## config.mk

```make
export PLATFORM = sky130hd
export DESIGN_NAME = srl_ll_seq_flat
export DESIGN_NICKNAME = d
export VERILOG_FILES = /design/src/rtl/srl_ll_seq_if.sv /design/src/rtl/srl_ll_seq.sv /design/src/flat_wrapper.sv
export SDC_FILE = /design/constraint.sdc
export NUM_CORES = 1
export LEC_CHECK = 0
export CAP_MARGIN = 40
export CORE_MARGIN = 1
export CORE_UTILIZATION = 52
export DETAILED_ROUTE_END_ITERATION = 10
export GPL_TIMING_DRIVEN = 0
export PLACE_DENSITY = 0.89
export SLEW_MARGIN = 20
export SYNTH_ARGS = -nofsm -noshare
export SYNTH_HDL_FRONTEND = slang
export SYNTH_SLANG_ARGS = --single-unit
```

## constraint.sdc

```tcl
create_clock -name clock -period 4.15 [get_ports clock]
set_input_delay 0.83 -clock clock [delete_from_list [all_inputs] [get_ports clock]]
set_output_delay 0.83 -clock clock [all_outputs]
set_load 0.005 [all_outputs]
```

## src/rtl/srl_ll_seq_if.sv

```systemverilog
// ---------------------------------------------------------------------------
// srl_ll_seq_if -- operand/result bundle for the iterative 64-bit right shifter.
//
// Signals:
//   start             request to begin a shift (one cycle, honoured only when idle)
//   in_high, in_low   upper/lower words of the 64-bit operand
//   amount            unsigned shift count
//   arith             arithmetic-shift select (only with SRL_LL_SEQ_ARITH_EN)
//   res_high, res_low upper/lower words of the 64-bit result
//   busy              high while shifting
//   done              one-cycle completion pulse
//
// Modports:
//   master  -- the requester (drives operands, observes results)
//   slave   -- the shifter
//
// Build option: define SRL_LL_SEQ_ARITH_EN to add the arith signal.
// ---------------------------------------------------------------------------
interface srl_ll_seq_if;
    logic        start;
    logic [31:0] in_high;
    logic [31:0] in_low;
    logic [31:0] amount;
`ifdef SRL_LL_SEQ_ARITH_EN
    logic        arith;
`endif
    logic [31:0] res_high;
    logic [31:0] res_low;
    logic        busy;
    logic        done;

`ifdef SRL_LL_SEQ_ARITH_EN
    modport master (
        output start, in_high, in_low, amount, arith,
        input  res_high, res_low, busy, done
    );
    modport slave (
        input  start, in_high, in_low, amount, arith,
        output res_high, res_low, busy, done
    );
`else
    modport master (
        output start, in_high, in_low, amount,
        input  res_high, res_low, busy, done
    );
    modport slave (
        input  start, in_high, in_low, amount,
        output res_high, res_low, busy, done
    );
`endif
endinterface

```

## src/rtl/srl_ll_seq.sv

```systemverilog
// ---------------------------------------------------------------------------
// srl_ll_seq -- iterative 64-bit right shifter.
//
// Shifts {in_high,in_low} right by amount, at most 4 bit positions per clock.
// Counts of 64 or more skip the iteration and produce the fill pattern
// directly; a count of zero finishes without shifting.
//
// Ports:
//   clock    single rising-edge clock
//   reset_n  asynchronous active-low reset
//   bus      srl_ll_seq_if.slave: start, in_high, in_low, amount, [arith],
//            res_high, res_low, busy, done
//
// Timing: with n = amount[5:0], done is high 1+ceil(n/4) edges after the
// accepting edge (counting that edge as the first); 1 edge for n==0 or
// amount>=64. The result stays on res_high/res_low until the next accepted
// start.
//
// Build option: SRL_LL_SEQ_ARITH_EN adds the arith input. When the latched
// arith is 1 the vacated bits are filled with bit 63 of the loaded operand;
// otherwise (and always in the default build) the fill is zero.
// ---------------------------------------------------------------------------
module srl_ll_seq (
    input  logic       clock,
    input  logic       reset_n,
    srl_ll_seq_if.slave bus
);

    typedef enum logic [1:0] {
        IDLE  = 2'd0,
        SHIFT = 2'd1,
        DONE  = 2'd2
    } stateType;

    stateType    state;
    stateType    nextState;
    logic [63:0] dataReg;
    logic [63:0] dataNext;
    logic [6:0]  remReg;
    logic [6:0]  remNext;
    logic        fillReg;
    logic        fillNext;
    logic        loadFill;
    logic [2:0]  step;

    // Fill bit taken from the operand at the moment a start is accepted.
`ifdef SRL_LL_SEQ_ARITH_EN
    assign loadFill = bus.arith & bus.in_high[31];
`else
    assign loadFill = 1'b0;
`endif

    // Bits shifted this cycle: min(rem, 4).
    assign step = (remReg >= 7'd4) ? 3'd4 : remReg[2:0];

    // NOTE: state registers use non-blocking assignments so every flop samples
    // pre-edge values; the data register is reset too because it drives the
    // result outputs directly and they must read zero out of reset.
    always_ff @(posedge clock or negedge reset_n) begin
        if (!reset_n) begin
            state   <= IDLE;
            dataReg <= '0;
            remReg  <= '0;
            fillReg <= 1'b0;
        end else begin
            state   <= nextState;
            dataReg <= dataNext;
            remReg  <= remNext;
            fillReg <= fillNext;
        end
    end

    // NOTE: every variable written below gets a hold value first, so no
    // path through the case statement can infer a latch.
    always_comb begin
        nextState = state;
        dataNext  = dataReg;
        remNext   = remReg;
        fillNext  = fillReg;

        case (state)
            IDLE: begin
                if (bus.start) begin
                    fillNext = loadFill;
                    remNext  = {1'b0, bus.amount[5:0]};
                    if (bus.amount[31:6] != 26'd0) begin
                        // Everything shifts out: only fill remains.
                        dataNext  = {64{loadFill}};
                        nextState = DONE;
                    end else begin
                        dataNext  = {bus.in_high, bus.in_low};
                        nextState = (bus.amount[5:0] != 6'd0) ? SHIFT : DONE;
                    end
                end
            end

            SHIFT: begin
                case (step)
                    3'd1:    dataNext = {fillReg, dataReg[63:1]};
                    3'd2:    dataNext = {{2{fillReg}}, dataReg[63:2]};
                    3'd3:    dataNext = {{3{fillReg}}, dataReg[63:3]};
                    3'd4:    dataNext = {{4{fillReg}}, dataReg[63:4]};
                    default: dataNext = dataReg;
                endcase
                remNext = remReg - {4'd0, step};
                if (remReg == {4'd0, step}) begin
                    nextState = DONE;
                end
            end

            DONE: begin
                nextState = IDLE;
            end

            default: begin
                nextState = IDLE;
            end
        endcase
    end

    assign bus.res_high = dataReg[63:32];
    assign bus.res_low  = dataReg[31:0];
    assign bus.busy     = (state == SHIFT);
    assign bus.done     = (state == DONE);

endmodule

```

## src/flat_wrapper.sv

```systemverilog
// flat-port wrapper written by rule: the top's interface ports become plain ports
module srl_ll_seq_flat 
  (clock, reset_n, bus_start, bus_in_high, bus_in_low, bus_amount, bus_res_high, bus_res_low, bus_busy, bus_done);
  srl_ll_seq_if bus_i ();
  input  logic clock;
  input  logic reset_n;
  input wire logic [$bits(bus_i.start)-1:0] bus_start;
  input wire logic [$bits(bus_i.in_high)-1:0] bus_in_high;
  input wire logic [$bits(bus_i.in_low)-1:0] bus_in_low;
  input wire logic [$bits(bus_i.amount)-1:0] bus_amount;
  output wire logic [$bits(bus_i.res_high)-1:0] bus_res_high;
  output wire logic [$bits(bus_i.res_low)-1:0] bus_res_low;
  output wire logic [$bits(bus_i.busy)-1:0] bus_busy;
  output wire logic [$bits(bus_i.done)-1:0] bus_done;
  assign bus_i.start = bus_start;
  assign bus_i.in_high = bus_in_high;
  assign bus_i.in_low = bus_in_low;
  assign bus_i.amount = bus_amount;
  assign bus_res_high = bus_i.res_high;
  assign bus_res_low = bus_i.res_low;
  assign bus_busy = bus_i.busy;
  assign bus_done = bus_i.done;
  srl_ll_seq u_core (.clock(clock), .reset_n(reset_n), .bus(bus_i));
endmodule
```

==> out/summary.txt <==
Worst EP arrival - 2.95 ns
Drt total wl - 18,970 um
Most frequent cells in the layout - 163 x clkdlybuf4s50_1, 113 x a21oi_1, 99 x nor2_1
PnR Total Power - 2.294 mW
Status - finished clean
DR iter-0 viols - 642
HPWL Detailed - 13,590 um
Clk sinks - 73
Fillers - 749
Avg Vias per Cell - 6.446
Die X - 103.6 um
Post-layout nets - 954
Maxcap violations - 0
Gpl congestion - 0.9130
Met3 Usage GRT - 5.853%
Final Core Density - 74.86%
Largest net degree at the start of global routing - 40
Synth async-reset ratio - 100.0%
Total CTS buffers - 9
CP required - 3.32 ns
Setup violations, final - 0
Clk buf depth - 2
Synth Net Count - 777
Avg WL per Cell - 19.16 um
Hold Violations, Final - 0
Syn avg cell area - 7.944 sq um
Most Used Layer, Global Route - met2
Post-CTS Hold Buffers - 0
Total track usage - 35.44%
Crit path cell chain - nand2b_1, buf_2, inv_2, clkbuf_1, buf_1, clkdlybuf4s50_1
Resized cells post-CTS - 0
CP max-delay cell - clkdlybuf4s50_1
Area growth syn-to-layout - 38.14%
Relative slew slack - 48.99%
Post-CTS Repair Setup Buffers - 0
Worst Setup Start Kind - register
Layout cells sized above 1 - 5.601%
Largest fanout on the critical path - 10
Yosys cell types - 49
RSZ-0062 raised after global routing - false
Seq/Total Area, Yosys - 34.02%
Final antenna-violating net count - 0
Final WS setup - 0.3695 ns
Max Clock Skew - 0.01307 ns
Port bufs - 164
Clk slew on worst S/H paths - 0.08 ns
Initial Util - 54.19%
Number of cell rows - 36
Initial antenna violation count - 0
Main flop type after synthesis - dfrtp_1
Cells after synthesis - 676
Commonest non-fill, non-tap cell in the layout - clkdlybuf4s50_1
First-pass GRT wire length - 31,010 um
I/O Pins - 165
ANT cells - 0
P_leak - 2.880 nW
Post-synthesis register bit count - 73
Actual slew at the worst max-slew pin - 0.7546 ns
Highest clock rate - 264.5 MHz
Max incr delay on CP - 0.63 ns
H-tree Lvls - 3
Vias in the first global route - 6,094
Die Area - 10,740 sq um
Post-layout minimum cycle time - 3.781 ns
Final Max Slew Viols - 0
Worst r2r path cells - 7
EDFF count, synth - 0
Core area - 9910 sq um
FF-to-FF End - u_core.dataReg[49]
Final period utilization - 91.10%
Buf+Inv Stages, Crit Path - 5
Cell area after synthesis - 5370 sq um
Yosys synthesis warning count - 0
Reg2Reg Launch Point - u_core.remReg[3]
Routed vias - 6,382
CP Class - register to primary output
Placement Setup Slack - 0.8613 ns
Clk_lat worst skew - 0.35 ns
CTS tree - yes
Family with the most delay on the worst path - buffers and inverters
Remaining DRCs - 0
Met1 Usage GRT - 47.06%
FF-to-FF setup slack - 1.46 ns
Detailed-router iteration count before antenna repair - 5
GRT overflow - 0
Met2 Track Usage GR - 57.33%
VDD IR max - 0.2093 mV
Die span in y - 103.6 um
PwrDens - 309.2 nW/um^2
Hold/Removal Path Class - input pin to asynchronous set/reset pin
CTS root buf - clkbuf_8
Crit. End Element - primary output
Min Hold Slack - 0.4227 ns
state kept, by name (all words and copies together), names as in the netlist:
| register | flops |
|---|---|
| u_core.dataReg | 64 |
| u_core.remReg | 7 |
| u_core.state | 2 |
per-layer routing:
metal	routed length, um	up-vias
li1	-	2864
met5	0	-
met2	8979	443
met3	1971	50
met1	7455	3025
met4	565	0
cell type report:
type / instances / area, sq um / share of cell area [%]
multi-input combinational: 534 / 3264 / 44.00
sequential: 73 / 1827 / 24.62
timing repair buffer: 166 / 1664 / 22.43
buffer: 66 / 267.8 / 3.609
tap: 133 / 166.4 / 2.243
clock buffer: 10 / 137.6 / 1.855
clock inverter: 5 / 80.08 / 1.079
inverter: 3 / 11.26 / 0.1518
cell families (layout without fill, tap and decap cells):
family | Yosys count | after routing | synth area share, %
buffers and inverters | 69 | 250 | 5.196
other | 2 | 2 | 0.1398
DFF | 73 | 73 | 34.02
adders and majority gates | 2 | 2 | 0.4659
and+or+nand+nor | 201 | 201 | 18.01
AOI/OAI and AO/OA | 254 | 254 | 27.94
muxes | 75 | 75 | 14.24
synthesized netlist by cell type, types with 2 or more instances:
library cell / n / area, sq um
a2111oi_0: 3 / 26.28
a211o_1: 3 / 26.28
a211oi_1: 2 / 15.01
a21oi_1: 113 / 565.5
a221o_1: 12 / 120.1
a2bb2oi_1: 3 / 26.28
a311oi_1: 3 / 26.28
a31oi_1: 46 / 287.8
a32oi_1: 2 / 17.52
and2_1: 2 / 12.51
and3b_1: 2 / 17.52
buf_1: 5 / 18.77
buf_2: 10 / 50.05
buf_4: 2 / 15.01
clkbuf_1: 49 / 183.9
conb_1: 2 / 7.510
dfrtp_1: 73 / 1827
ha_1: 2 / 25.02
inv_1: 2 / 7.510
mux2_2: 11 / 123.9
mux2i_1: 64 / 640.6
nand2_1: 15 / 56.30
nand2b_1: 3 / 18.77
nand3_1: 45 / 225.2
nor2_1: 99 / 371.6
nor2b_1: 13 / 81.33
nor3b_1: 3 / 22.52
nor4_1: 6 / 37.54
nor4b_1: 2 / 17.52
o211ai_1: 2 / 15.01
o21ai_0: 50 / 250.2
o22a_1: 5 / 43.79
o22ai_1: 4 / 25.02
or4_1: 3 / 22.52
where the power goes:
| group | internal [mW] | leakage, nW | switching (mW) |
|---|---|---|---|
| combinational | 0.389 | 1.86 | 0.369 |
| clock | 0.351 | 0.104 | 0.280 |
| sequential | 0.778 | 0.917 | 0.127 |
| total | 1.52 | 2.88 | 0.776 |
how the worst max path moves through the flow:
| stage | from | endpoint | slack (ns) | cells past startpoint |
|---|---|---|---|---|
| 2_1_floorplan | bus_amount[18] | u_core.dataReg[30] | 1.73 | 5 |
| 3_3_place_gp | reset_n | u_core.dataReg[46] | -0.34 | 1 |
| 3_5_place_dp | u_core.state[1] | bus_busy | 0.86 | 6 |
| 4_1_cts | u_core.state[1] | bus_busy | 0.46 | 6 |
| 5_1_grt | u_core.state[1] | bus_busy | 0.30 | 6 |
| 6_report | u_core.state[1] | bus_busy | 0.37 | 6 |
stage by stage:
stage          TNS [ns]  area (sq um)  std cells
2_1_floorplan         0          5370        676
3_5_place_dp          0          7196        974
5_1_grt               0          7418        990
6_report              0          7418        990
4_1_cts               0          7413        989
3_3_place_gp     -24.42          7178        973
worst reg2reg max path, stage by stage (launching register included):
cell and delay, ns:
dfrtp_1 0.36, clkbuf_1 0.20, nor4b_1 0.72, a31oi_1 0.34, clkbuf_1 0.36, clkbuf_1 0.34, nor2_1 0.19, a31oi_1 0.06
Power figures use the tool's default switching activity.
